$ cat src/rtl/sort4_controller.sv
// sort4_controller
//   Loads four WIDTH-bit operands and sorts them into ascending order.
//   The sort is a six-step bubble network on the registers q0..q3. A single
//   shared less-than comparator does one compare per SORT cycle. Equal values
//   are never exchanged, so the sort is stable.
//
// Ports
//   clk          : single clock; all state updates on the rising edge
//   reset        : synchronous, active-high; clears all state to IDLE/zero
//   start        : load-and-sort request, honoured only in IDLE
//   signed_mode  : 1 = two's-complement compare, 0 = unsigned; sampled with start
//   d0..d3       : operands, sampled with start
//   q0..q3       : working/result registers (q0 smallest after completion)
//   busy         : high in SORT and DONE
//   done         : one-cycle completion pulse (the DONE state)
//   swap_count   : number of exchanges in the current or last sort (max 6)
module sort4_controller #(
  parameter int WIDTH = 6
) (
  input  logic             clk,
  input  logic             reset,
  input  logic             start,
  input  logic             signed_mode,
  input  logic [WIDTH-1:0] d0,
  input  logic [WIDTH-1:0] d1,
  input  logic [WIDTH-1:0] d2,
  input  logic [WIDTH-1:0] d3,
  output logic [WIDTH-1:0] q0,
  output logic [WIDTH-1:0] q1,
  output logic [WIDTH-1:0] q2,
  output logic [WIDTH-1:0] q3,
  output logic             busy,
  output logic             done,
  output logic [2:0]       swap_count
);

  typedef enum logic [1:0] {
    ST_IDLE = 2'd0,
    ST_SORT = 2'd1,
    ST_DONE = 2'd2
  } state_t;

  state_t           state_q, state_d;
  logic [2:0]       step_q, step_d;
  logic             mode_q, mode_d;
  logic [2:0]       swap_count_q, swap_count_d;
  logic [WIDTH-1:0] q_q [4];
  logic [WIDTH-1:0] q_d [4];

  // Pair selection for the shared comparator: steps 0..5 visit the lower
  // index 0,1,2,0,1,0; the upper index is always the next register.
  logic [1:0]       lo_idx;
  logic [1:0]       hi_idx;
  logic [WIDTH-1:0] lo_val;
  logic [WIDTH-1:0] hi_val;
  logic             hi_lt_lo;

  always_comb begin
    case (step_q)
      3'd1, 3'd4: lo_idx = 2'd1;
      3'd2:       lo_idx = 2'd2;
      default:    lo_idx = 2'd0;
    endcase
    hi_idx = lo_idx + 2'd1;
    lo_val = q_q[lo_idx];
    hi_val = q_q[hi_idx];
    // Strict less-than: equal elements stay put, keeping the sort stable.
    if (mode_q) begin
      hi_lt_lo = $signed(hi_val) < $signed(lo_val);
    end else begin
      hi_lt_lo = hi_val < lo_val;
    end
  end

  always_comb begin
    state_d      = state_q;
    step_d       = step_q;
    mode_d       = mode_q;
    swap_count_d = swap_count_q;
    q_d          = q_q;
    case (state_q)
      ST_IDLE: begin
        if (start) begin
          q_d[0]       = d0;
          q_d[1]       = d1;
          q_d[2]       = d2;
          q_d[3]       = d3;
          mode_d       = signed_mode;
          swap_count_d = 3'd0;
          step_d       = 3'd0;
          state_d      = ST_SORT;
        end
      end
      ST_SORT: begin
        if (hi_lt_lo) begin
          q_d[lo_idx]  = hi_val;
          q_d[hi_idx]  = lo_val;
          // At most six compares per sort, so this cannot pass 6.
          swap_count_d = swap_count_q + 3'd1;
        end
        if (step_q == 3'd5) begin
          step_d  = 3'd0;
          state_d = ST_DONE;
        end else begin
          step_d = step_q + 3'd1;
        end
      end
      ST_DONE: begin
        state_d = ST_IDLE;
      end
      default: begin
        state_d = ST_IDLE;
      end
    endcase
  end

  always_ff @(posedge clk) begin
    if (reset) begin
      state_q      <= ST_IDLE;
      step_q       <= 3'd0;
      mode_q       <= 1'b0;
      swap_count_q <= 3'd0;
      for (int i = 0; i < 4; i++) begin
        q_q[i] <= '0;
      end
    end else begin
      state_q      <= state_d;
      step_q       <= step_d;
      mode_q       <= mode_d;
      swap_count_q <= swap_count_d;
      q_q          <= q_d;
    end
  end

  assign q0         = q_q[0];
  assign q1         = q_q[1];
  assign q2         = q_q[2];
  assign q3         = q_q[3];
  assign busy       = (state_q != ST_IDLE);
  assign done       = (state_q == ST_DONE);
  assign swap_count = swap_count_q;

endmodule

$ cat config.mk
export PLATFORM = sky130hd
export DESIGN_NAME = sort4_controller
export DESIGN_NICKNAME = d
export VERILOG_FILES = /design/src/rtl/sort4_controller.sv
export SDC_FILE = /design/constraint.sdc
export NUM_CORES = 1
export LEC_CHECK = 0
export CAP_MARGIN = 20
export CORE_ASPECT_RATIO = 1.25
export CORE_UTILIZATION = 45
export DETAILED_ROUTE_END_ITERATION = 10
export PLACE_DENSITY_LB_ADDON = 0.3
export SLEW_MARGIN = 30
export SYNTH_ARGS = -nofsm -noshare
export SYNTH_HDL_FRONTEND = slang
export SYNTH_SLANG_ARGS = --single-unit
$ cat constraint.sdc
create_clock -name clk -period 3.57 [get_ports clk]
set_input_delay 0.357 -clock clk [delete_from_list [all_inputs] [get_ports clk]]
set_output_delay 0.357 -clock clk [all_outputs]
set_load 0.02 [all_outputs]
After elaboration in Yosys (flattened, before gate mapping)
Cells that the tools add are included. W data, S select, Z words.

Flip-flop bits (word level): 33. Word-level logic and storage cells: 63.

Add/subtract/negate cells: 3. Order comparisons: 6. Eq/ne operators: 9. Multiplexer cells: 25. Bitwise logic cells: 2. Reductions and logical operators: 10.

Operator list (count): $bwmux W24 (2); $mux W24 (2); $pmux W24 S2 (1); $mux W6 (6); $bmux W6 S2 (2); $demux W6 S2 (2); $lt A6 B6 Y1 (2); $pmux W3 S2 (2); $mux W3 (3); $pmux W2 S2 (2); $add A3 B1 Y3 const B (2); $eq A3 B3 Y1 const B (2); $ge A3 B3 Y1 const B (2); $lt A3 B1 Y1 const B (2); $ne A2 B2 Y1 const B (3); $not A2 Y3 (2); $reduce_and A2 Y1 (3); $mux W2 (2); $reduce_bool A2 Y1 (2); $eq A3 B1 Y1 const B (1); $eq A3 B2 Y1 const B (1); $reduce_and A3 Y1 (1); $add A2 B1 Y2 const B (1); $eq A2 B1 Y1 const B (1); other kinds (5) (6).

Longest topological paths before layout
Depth after elaboration: 12. Mapped depth: 14. Depth with buffers taken out: 12.

Worst setup path before layout
No wires, ideal clock.

Path type: reg-to-reg. Start point: reg step_q[1]. End point: reg q_q, in the netlist q1[0]. Data arrival time: 3520 ps. Path slack: -71 ps. Stages on the path, launching flop included: 14. Path buffers: 3. Period minus slack after synthesis: 3641 ps. Path through: dfxtp_1 buf_2 nor3b_2 clkbuf_1 ha_1 buf_2 mux4_1 ha_1 and3_1 o211ai_1 a31oi_1 o22ai_4 o32ai_2 mux2_2.

Longest elaborated chain between the ends: 12. Elaborated cells on any way between the ends: 33. Those cells by class: add/sub: 1; order compare: 6; eq/ne: 4; mux: 16; bitwise: 2; reduce/logical: 4.

RTL lines: start, declared (line 44) `logic [2:0] step_q, step_d;`; start signal, assigned (line 128) `step_q <= step_d;`; $eq A3 B1 Y1 or $eq A3 B3 Y1 (tied branches) (line 59) `case (step_q)`; $reduce_or A2 Y1 (line 59); $pmux W2 S2 * (line 59); $add A2 B1 Y2 or $not A2 Y3 (tied branches) (line 64, 65, 96); $not A2 Y3 (implied by the code), or another cell as far along (line 66, 97); $bmux W6 S2, or another cell as far along (line 66) `hi_val = q_q[hi_idx];`; $mux W6 (implied by the code), or another cell as far along (2 in a row) (line 66); $lt A6 B6 Y1, or another cell as far along (line 71) `hi_lt_lo = hi_val < lo_val;`; $mux W1 or $bwmux W24 (tied branches) (line 68, 97); $ne A2 B2 Y1 (no line) or $mux W24 (tied branches); $reduce_and A3 Y1 (no line) or $pmux W24 S2 (tied branches); end signal, assigned (line 131) `q_q <= q_d;`; end, declared (line 47) `logic [WIDTH-1:0] q_q [4];`.

Mark *: on every way between the ends. The rest lies on a longest branch, timed or not. The select of a mux whose other input is x is not followed. A chain may end at the register's enable or synchronous reset.

Final worst setup path
Start point: reg step_q[2]. End point: reg q_q, in the netlist q2[3].

The elaborated chain is that of the path after synthesis.

==> metrics.cfg <==
[die]
die_area_sq_um=5650
die_w_um=67.4
rows=29
io_pins=57
start_util=0.470
fp.coreArea_sq_um=5120
fp.dieH_um=83.8

[timing]
post-route-period-util=0.955
worst_slew_pin_slew_ns=1.05
hold_violations=0
finalClockSkew_ns=0.00748
maxSlewHeadroom=0.300
fin_crit_ns=3.41
fmax_mhz=293
slew_violations=0
setup_viol_count_final=0

[finish]
fillers=438
area_growth_pct=35.3
nets=366
diodes=0
design_area_sq_um=3250
drive_gt1_frac=0.201

[place]
place_area_sq_um=3040
hpwl_mm=4.78
portBuffers=56
place_congestion=0.871

[worst_setup_path]
max_stage_delay_ns=0.60
crit_path_end_kind=register
start_kind=register
path_cells=xnor2_2, nor2_2, buf_4, mux4_1, ha_1, and3_1, o211ai_1, a31oi_2, o22ai_4, buf_12, o32ai_4, mux2_2
slowest_stage=mux4_1
crit_family=multiplexers
cp_data_arrival_time_ns=3.59
critical_path_class=reg -> reg
cp.required_ns=3.75
crit_buf_inv=2
crit_path_max_fanout=10

[yosys]
synth-seq-area-share=0.275
ys.flop_type=dfxtp_1
synth_top_area_frac=0.275
ys_ff_latch=33
synth_most_common_cell=nor2_1
ys_top_cells_by_area=dfxtp_1, mux2_2, nor2b_1, a221oi_1, nor2_1
synthesis.nets=306
synth_cell_types=46
synthesis.instances=268
async_flop_share=0
yosys_warnings=0
yosys-top-cells-count=nor2_1, dfxtp_1, nor2b_1
synth_edf_count=0
syn_area_sq_um=2410
synth.avg_cell_area_sq_um=8.98
synth.largest_area_cell=dfxtp_1

[power_and_ir_drop]
max-vdd-ir-drop_mv=0.274
clock_power_share=0.246
cellLeakagePower_nw=1.24
internal_power_mw=0.987
sequentialPowerShare=0.317
combPwrFrac=0.436
p_per_area_nw_per_um2=465
power.total_mw=1.51
switchingPower_mw=0.527
switching_share=0.348

[route]
drt-initial-drc-count=112
num_vias=2302
wl_per_cell_um=17.2
drt-pass1-iter-count=5
drc_errors=0
vias_per_cell=5.89
drt-total-wl_mm=6.73
drtAntennaViolNets=0

[global_routing]
track_usage=0.252
grt-ovfl-total=0
grt_pass1_wl_mm=10.7
antenna_found_initial=0
grt_max_degree=58
grt_pass1_vias=2107

[clock_tree]
cts-root-buf=clkbuf_8
cts_tree=done
clk_pin_slew_ns=0.07
clock_sinks=33
cts-hold-fix-buffers=0
clock_latency_ns=0.29
numCtsBuffers=5
clk_path_buf_depth=2
h-tree-depth=2

[run]
maxCapViolations=0

[run_status]
status=finished clean

[worst_hold_path]
min_path_type=reg -> reg

==> state kept, by name (all words and copies together) (netlist names) <==
register	count
state_q	2
mode_q	1
swap_count	3
q1	6
step_q	3
q3	6
q2	6
q0	6
==> cells in the final DEF, fill, tap and decap left out, drive strengths merged, types with 2 or more instances in the layout <==
cell	synthesis	layout
a211oi	2	2
a21oi	10	10
a221oi	17	17
a22o	3	3
a22oi	6	6
and2	2	2
and3	2	2
buf	8	17
clkbuf	11	7
clkdlybuf4s50	0	55
dfxtp	33	33
ha	10	10
inv	7	7
mux2	25	25
mux2i	5	5
mux4	5	5
nand2	5	5
nand3	2	2
nor2	35	35
nor2b	27	27
nor3	19	19
o21a	2	2
o21ai	7	7
o22a	3	3
o22ai	2	2
o32ai	3	3
or3	2	2
==> per-stage QoR <==
step | TNS [ns] | cells | utilization | setup WS (ns) | hold WS (ns)
2_1_floorplan | 0 | 268 | - | 0.0379 | 0.476
3_3_place_gp | 0 | 380 | 0.595 | 0.0914 | 0.479
3_5_place_dp | 0 | 380 | 0.595 | 0.0341 | 0.494
4_1_cts | 0 | 388 | 0.620 | 0 | 0.504
5_1_grt | -0.0224 | 391 | 0.636 | -0.00940 | 0.539
6_report | 0 | 391 | 0.636 | 0.160 | 0.500
==> power by group through the flow <==
stage | Clock, mW | Sequential [mW] | Combinational (mW)
floorplan | 0 | 0.521 | 0.332
global placement | 0 | 0.486 | 0.584
detailed placement | 0 | 0.486 | 0.591
CTS | 0.376 | 0.479 | 0.599
global route | 0.390 | 0.488 | 0.708
finish | 0.373 | 0.480 | 0.661
==> metal layers <==
layer,share of wire,vias up,GRT usage
met5,0,-,0
met2,0.50,76,0.415
met4,0.031,0,0.0967
met3,0.054,16,0.0615
met1,0.41,1087,0.307
li1,-,1123,-
==> worst min-delay path: stages (launching register included) <==
cell	delay [ns]
dfxtp_1	0.32
o21ai_0	0.07
a211oi_1	0.06
==> timing repair <==
item                                    4_1_cts  5_1_grt
cloned                                        0        0
buffers inserted                              0        3
pin swaps                                     0        2
endpoints found under the hold margin         0        0
endpoints found under the setup margin        3       24
resized for setup                             1        8
==> cell families after synthesis <==
kind of cell,share of synthesized area
DFF,0.275
xor gates and xnor gates,0.0104
AOI/OAI and AO/OA,0.211
and+or+nand+nor,0.214
buffers and inverters,0.0494
adders and majority gates,0.0520
muxes,0.189
==> layout make-up <==
class	count	area, sq um	area share
Multi-Input combinational cell	209	1680	0.516
Timing Repair Buffer	72	691	0.212
Sequential cell	33	663	0.204
Clock buffer	7	86.3	0.0265
Tap cell	62	77.6	0.0238
Clock inverter	1	30.0	0.00923
Inverter	7	26.3	0.00807
==> path summary, 6_finish.rpt <==
check	startpoint	to	slack, ns	cells past startpoint
max	step_q[2]	q2[3]	0.16	12
min	swap_count[2]	swap_count[2]	0.50	2
max reg2reg	step_q[2]	q2[3]	0.16	12
min reg2reg	swap_count[2]	swap_count[2]	0.50	2
(Power assumes the default switching activity.)
